File: src/rtl/fir_linia_if.sv
// Bus bundle between the FIR control FSM (master) and the sample delay line (slave).
interface fir_linia_if #(
    parameter int DATA_W = 16,
    parameter int ADDR_W = 5
);
    logic              FSM_reset_shift;
    logic              FSM_nowa_shift;
    logic [DATA_W-1:0] probka_in;
    logic [ADDR_W-1:0] adres_FIR;
    logic [DATA_W-1:0] shift_out;
    logic              shift_valid;
    logic [ADDR_W:0]   ile_w_linii;
    logic              linia_pelna;

    modport master (
        output FSM_reset_shift, FSM_nowa_shift, probka_in, adres_FIR,
        input  shift_out, shift_valid, ile_w_linii, linia_pelna
    );

    modport slave (
        input  FSM_reset_shift, FSM_nowa_shift, probka_in, adres_FIR,
        output shift_out, shift_valid, ile_w_linii, linia_pelna
    );
endinterface

File: src/rtl/fir_linia_opozniajaca.sv
// FIR sample delay line with registered tap read and fill-level tracking.
// FIR_SHIFT_FORWARD_EN: a same-cycle read sees the post-push contents and fill level.
module fir_linia_opozniajaca #(
    parameter int DATA_W = 16,
    parameter int DEPTH  = 32,
    parameter int ADDR_W = 5
) (
    input  logic        clk,
    input  logic        rst,
    fir_linia_if.slave  bus
);
    typedef enum logic [1:0] {PUSTA, NAPELNIANIE, PELNA} stan_t;

    localparam logic [ADDR_W:0] DEPTH_C = (ADDR_W + 1)'(DEPTH);
    localparam logic [ADDR_W:0] ONE_C   = (ADDR_W + 1)'(1);

    logic [DATA_W-1:0] taps  [DEPTH];
    logic [DATA_W-1:0] widok [DEPTH];
    logic [ADDR_W:0]   ile, ile_next, ile_widok;
    stan_t             stan, stan_next;
    logic [DATA_W-1:0] odczyt, shift_out_r;
    logic              valid_next, shift_valid_r;
    logic              push;

    assign push = bus.FSM_nowa_shift && !bus.FSM_reset_shift;

    // NOTE: every always_comb output gets a default first, so no path can infer a latch.
    always_comb begin : fill_next
        ile_next  = ile;
        stan_next = stan;
        if (bus.FSM_reset_shift) begin
            ile_next  = '0;
            stan_next = PUSTA;
        end else if (bus.FSM_nowa_shift) begin
            if (ile != DEPTH_C) ile_next = ile + ONE_C;
            case (stan)
                PUSTA:       stan_next = NAPELNIANIE;
                NAPELNIANIE: if (ile == DEPTH_C - ONE_C) stan_next = PELNA;
                default:     stan_next = stan;
            endcase
        end
    end

    // Contents the read port sees this cycle: pre-push, or post-push when forwarding.
    always_comb begin : read_view
`ifdef FIR_SHIFT_FORWARD_EN
        widok[0] = push ? bus.probka_in : taps[0];
        for (int k = 1; k < DEPTH; k++) widok[k] = push ? taps[k-1] : taps[k];
        ile_widok = ile_next;
`else
        for (int k = 0; k < DEPTH; k++) widok[k] = taps[k];
        ile_widok = ile;
`endif
    end

    // Addresses with no matching tap (>= DEPTH) fall through to zero.
    always_comb begin : read_mux
        odczyt = '0;
        for (int k = 0; k < DEPTH; k++) begin
            if (bus.adres_FIR == ADDR_W'(k)) odczyt = widok[k];
        end
        valid_next = ({1'b0, bus.adres_FIR} < ile_widok);
    end

    // NOTE: sequential state uses non-blocking assignments so every register samples pre-edge values.
    always_ff @(posedge clk or posedge rst) begin : fill_reg
        if (rst) begin
            ile  <= '0;
            stan <= PUSTA;
        end else begin
            ile  <= ile_next;
            stan <= stan_next;
        end
    end

    // NOTE: the tap memory is reset because unwritten taps must read as zero for warm-up padding.
    always_ff @(posedge clk or posedge rst) begin : taps_reg
        if (rst) begin
            for (int k = 0; k < DEPTH; k++) taps[k] <= '0;
            shift_out_r   <= '0;
            shift_valid_r <= 1'b0;
        end else if (bus.FSM_reset_shift) begin
            for (int k = 0; k < DEPTH; k++) taps[k] <= '0;
            shift_out_r   <= '0;
            shift_valid_r <= 1'b0;
        end else begin
            if (bus.FSM_nowa_shift) begin
                taps[0] <= bus.probka_in;
                for (int k = 1; k < DEPTH; k++) taps[k] <= taps[k-1];
            end
            shift_out_r   <= odczyt;
            shift_valid_r <= valid_next;
        end
    end

    assign bus.shift_out   = shift_out_r;
    assign bus.shift_valid = shift_valid_r;
    assign bus.ile_w_linii = ile;
    assign bus.linia_pelna = (stan == PELNA);
endmodule

File: src/flat_wrapper.sv
// flat-port wrapper written by rule: the top's interface ports become plain ports
module fir_linia_opozniajaca_flat 
#(
    parameter int DATA_W = 16,
    parameter int DEPTH  = 32,
    parameter int ADDR_W = 5
)
  (clk, rst, bus_FSM_reset_shift, bus_FSM_nowa_shift, bus_probka_in, bus_adres_FIR, bus_shift_out, bus_shift_valid, bus_ile_w_linii, bus_linia_pelna);
  fir_linia_if #(.DATA_W(DATA_W), .ADDR_W(ADDR_W)) bus_i ();
  input  logic clk;
  input  logic rst;
  input wire logic [$bits(bus_i.FSM_reset_shift)-1:0] bus_FSM_reset_shift;
  input wire logic [$bits(bus_i.FSM_nowa_shift)-1:0] bus_FSM_nowa_shift;
  input wire logic [$bits(bus_i.probka_in)-1:0] bus_probka_in;
  input wire logic [$bits(bus_i.adres_FIR)-1:0] bus_adres_FIR;
  output wire logic [$bits(bus_i.shift_out)-1:0] bus_shift_out;
  output wire logic [$bits(bus_i.shift_valid)-1:0] bus_shift_valid;
  output wire logic [$bits(bus_i.ile_w_linii)-1:0] bus_ile_w_linii;
  output wire logic [$bits(bus_i.linia_pelna)-1:0] bus_linia_pelna;
  assign bus_i.FSM_reset_shift = bus_FSM_reset_shift;
  assign bus_i.FSM_nowa_shift = bus_FSM_nowa_shift;
  assign bus_i.probka_in = bus_probka_in;
  assign bus_i.adres_FIR = bus_adres_FIR;
  assign bus_shift_out = bus_i.shift_out;
  assign bus_shift_valid = bus_i.shift_valid;
  assign bus_ile_w_linii = bus_i.ile_w_linii;
  assign bus_linia_pelna = bus_i.linia_pelna;
  fir_linia_opozniajaca #(.DATA_W(DATA_W), .DEPTH(DEPTH), .ADDR_W(ADDR_W)) u_core (.clk(clk), .rst(rst), .bus(bus_i));
endmodule
File: config.mk
export PLATFORM = sky130hd
export DESIGN_NAME = fir_linia_opozniajaca_flat
export DESIGN_NICKNAME = d
export VERILOG_FILES = /design/src/rtl/fir_linia_if.sv /design/src/rtl/fir_linia_opozniajaca.sv /design/src/flat_wrapper.sv
export SDC_FILE = /design/constraint.sdc
export NUM_CORES = 1
export LEC_CHECK = 0
export CORE_ASPECT_RATIO = 0.5
export CORE_UTILIZATION = 56
export CTS_CLUSTER_SIZE = 20
export DETAILED_ROUTE_END_ITERATION = 12
export MAX_ROUTING_LAYER = met4
export PLACE_DENSITY = 0.73
export SLEW_MARGIN = 40
export SYNTH_ARGS = -nofsm -noshare
export SYNTH_HDL_FRONTEND = slang
export SYNTH_SLANG_ARGS = --single-unit
File: constraint.sdc
create_clock -name clk -period 35.9 [get_ports clk]
set_input_delay 7.18 -clock clk [delete_from_list [all_inputs] [get_ports clk]]
set_output_delay 7.18 -clock clk [all_outputs]
set_load 0.05 [all_outputs]
==> impl_results.md <==
- Total CTS buffers: 48
- Synth Area per Inst: 10.0 um^2
- Clk_skew: roughly 29 ps
- CP Max Fanout: 42
- Final WL: ~80,000 um
- Max Freq: between 0.09 and 0.1 GHz
- Maximum clock insertion buffer count: 3
- Synthesis-stage register bit count: about 540
- First-pass GRT wire length: 126,000 um
- Vias in the first global route: between 20,000 and 25,000
- Hold Path Origin: u_core.stan[1]
- Clock latency on the worst-skew pair: roughly 600 ps
- Largest net degree at the start of global routing: around 130
- Most frequent cells in the layout: 618 x nor2_1, 555 x mux2i_1, 537 x dfrtp_1
- Port Buf Inserts: 48
- Worst path buffer plus inverter count: 3
- Row cnt: 57
- Gr busiest metal: met1
- Clock-pin slew on the worst setup and hold paths: 70 ps
- Crit end category: register
- Via count: 21,800
- Postcts setup bufs: 0
- FF-to-FF Start: u_core.taps[439]
- Initial Utilization: 0.569
- Least-Margin Pin Slew: approximately 960 ps
- DIE AREA: roughly 0.050 mm^2
- Vias per Instance: between 6 and 7
- Hold Path Class: reg2reg
- Slew HR: 0.357
- Post-DP HPWL: about 50,000 um
- WS Path Type: in2reg
- Grt ovf: 0
- Fin. Hold Viols: 0
- Fraction of layout cells with a size suffix above 1: 0.0715
- Global Route met3 Usage: 0.0929
- Sequential fraction of the synthesis area: 0.487
- Count of different cell masters after synthesis: 83
- TritonCTS clock tree: built
- Max Cap Viol: 0
- Syn_nets: approximately 2,800
- Initial drt markers: around 2,900
- Pre-CTS WS: between 20,000 and 25,000 ps
- Initial antenna violation count: 1
- Final WS setup: around 25,000 ps
- Synthesis warning total: 0
- CP max stage delay: approximately 640 ps
- Largest vdd supply drop: roughly 0.000032 V
- Commonest non-fill, non-tap cell in the layout: nor2_1
- Status: completed
- Cts hold-fix bufs: 0
- Nets@finish: 2,707
- CP most frequent cell: buf_4
- Leakage: 14.4 nW
- Asr flop ratio synth: 1.00
- Met1 usage: 0.490
- Minimum clock period: roughly 11,000 ps
- Max-slew violations: 0
- DRC Markers: 0
- Resize count post-CTS: 0
- Critical Path Start: bus_adres_FIR[3]
- Top area cells in the synthesized netlist: dfrtp_1 49%, mux2i_1 20%, nor2_1 8.4%, a21oi_1 2.8%, o21ai_0 2.3%
- CP delay by family, top: compound AO/OA/AOI/OAI gates
- I/O pin cnt: between 40 and 50
- Clock sinks: 537
- CP startpoint kind: primary input
- Die X: approximately 320 um
- Final setup fails: 0
- Tcrit/Tclk final: 0.297
- Fillers: 3,945
- Dominant synthesized flop cell: dfrtp_1
- Gr usage total: 0.332
- RSZ-0062 raised after global routing: false
- Area growth from synthesis to layout: 8.83%
- Slowest cell on crit path: o31ai_1
- Core box area: between 0.04 and 0.05 mm^2
- EDFF count, synth: 0
- Power per cell area: 43.2 mW/mm^2
- Final TNS setup: 0 ps
- Top cell type by total area after synthesis: dfrtp_1
- Critical path, cell by cell: clkdlybuf4s50_1, buf_4, nor2b_1, nand2b_1, buf_4, o32ai_1, a211oi_1, o31ai_1, o221ai_1, a311oi_1
- DRT Pass-1 Iters: 7
- GP Congestion: 0.970
- Post-synth top area share: 0.487
- Core Util, Final: 0.619
- H-tree depth: 2
- Post-route ant nets: 0
- WP data arrival: approximately 11,000 ps
- Post-Synthesis Cells: 2,758
- Routed WL per cell: between 20 and 25 um
- Required @ worst endpoint: around 36,000 ps
- CTS root buffer: clkbuf_16
- Die Height: around 160 um
- Largest register FFs: just over 500
- Met2 usage in global routing: 0.448
- Mapped Area: roughly 0.028 mm^2
cells in the mapped netlist (6+ instances only):
| master | count |
|---|---|
| nor2b_1 | 11 |
| buf_4 | 19 |
| buf_1 | 42 |
| buf_6 | 10 |
| mux2_2 | 20 |
| nand2_1 | 91 |
| a221oi_1 | 15 |
| ha_1 | 6 |
| o21ai_0 | 128 |
| o2111ai_1 | 6 |
| nand3_1 | 16 |
| a21oi_1 | 155 |
| a21o_1 | 19 |
| o211ai_1 | 18 |
| o32ai_1 | 7 |
| dfrtp_1 | 537 |
| mux4_2 | 6 |
| nor3_1 | 26 |
| a222oi_1 | 8 |
| inv_1 | 22 |
| mux2i_1 | 555 |
| and2_1 | 6 |
| o22ai_1 | 31 |
| a211oi_1 | 27 |
| nand2b_1 | 18 |
| o221ai_1 | 17 |
| o21ai_1 | 9 |
| a22oi_1 | 24 |
| a31oi_1 | 13 |
| clkbuf_1 | 84 |
| a32oi_1 | 12 |
| buf_2 | 71 |
| nor2_1 | 619 |
power by group:
part / internal (mW) / switching, mW / total, mW
Sequential: 0.609 / 0.00346 / 0.612
Clock: 0.318 / 0.238 / 0.556
Combinational: 0.0376 / 0.0931 / 0.131
Total: 0.964 / 0.335 / 1.30
worst reg2reg max path: stages, from the launching register on:
cell and delay [ps]:
dfrtp_1 410, a22oi_1 220, o221ai_1 140, a222oi_1 840, o2111ai_1 300, a211oi_1 310
nor2_1 70
area by class of cell:
type | count | area, um^2 | share of cell area
antenna | 2 | 5.00 | 0.000167
clock buffer | 77 | 1550 | 0.0517
clock inverter | 12 | 149 | 0.00495
inverter | 24 | 103 | 0.00341
multi-input combinational | 1971 | 13000 | 0.433
sequential | 537 | 13400 | 0.447
tap | 649 | 812 | 0.0270
timing repair buffer | 94 | 971 | 0.0323
cell families after synthesis:
logic type                 count (synthesis)  share of synthesized area
xor gates and xnor gates                   2                   0.000634
buffers and inverters                    250                     0.0425
AOI/OAI and AO/OA                        540                      0.125
muxes                                    581                      0.214
and+or+nand+nor                          842                      0.129
adders and majority gates                  6                    0.00272
DFF                                      537                      0.487
path summary, 6_finish.rpt:
path / to / slack, ps / cells past startpoint
worst max register to register: u_core.bus.shift_out[7] / 33500 / 6
worst max-delay path: u_core.bus.shift_out[14] / 25240 / 10
min in group asynchronous: u_core.taps[270] / 7150 / 2
worst min-delay path: u_core.stan[1] / 500 / 2
worst min register to register: u_core.stan[1] / 500 / 2
max in group asynchronous: u_core.taps[3] / 26920 / 4
layer usage:
layer / vias to the layer above / wire length [um]
met5: - / 0
met1: 10900 / 35500
li1: 9601 / -
met2: 1174 / 34100
met3: 182 / 9520
met4: 0 / 2160
per-stage QoR:
| stage | instance area, um^2 | power, mW | cells | hold slack, ps |
|---|---|---|---|---|
| 2_1_floorplan | 27600 | 0.713 | 2758 | 462 |
| 3_3_place_gp | 28200 | 0.749 | 3272 | 480 |
| 3_5_place_dp | 28300 | 0.751 | 3275 | 486 |
| 4_1_cts | 30000 | 1.30 | 3364 | 503 |
| 5_1_grt | 30100 | 1.33 | 3365 | 533 |
| 6_report | 30100 | 1.30 | 3366 | 500 |
(Power assumes the default switching activity.)
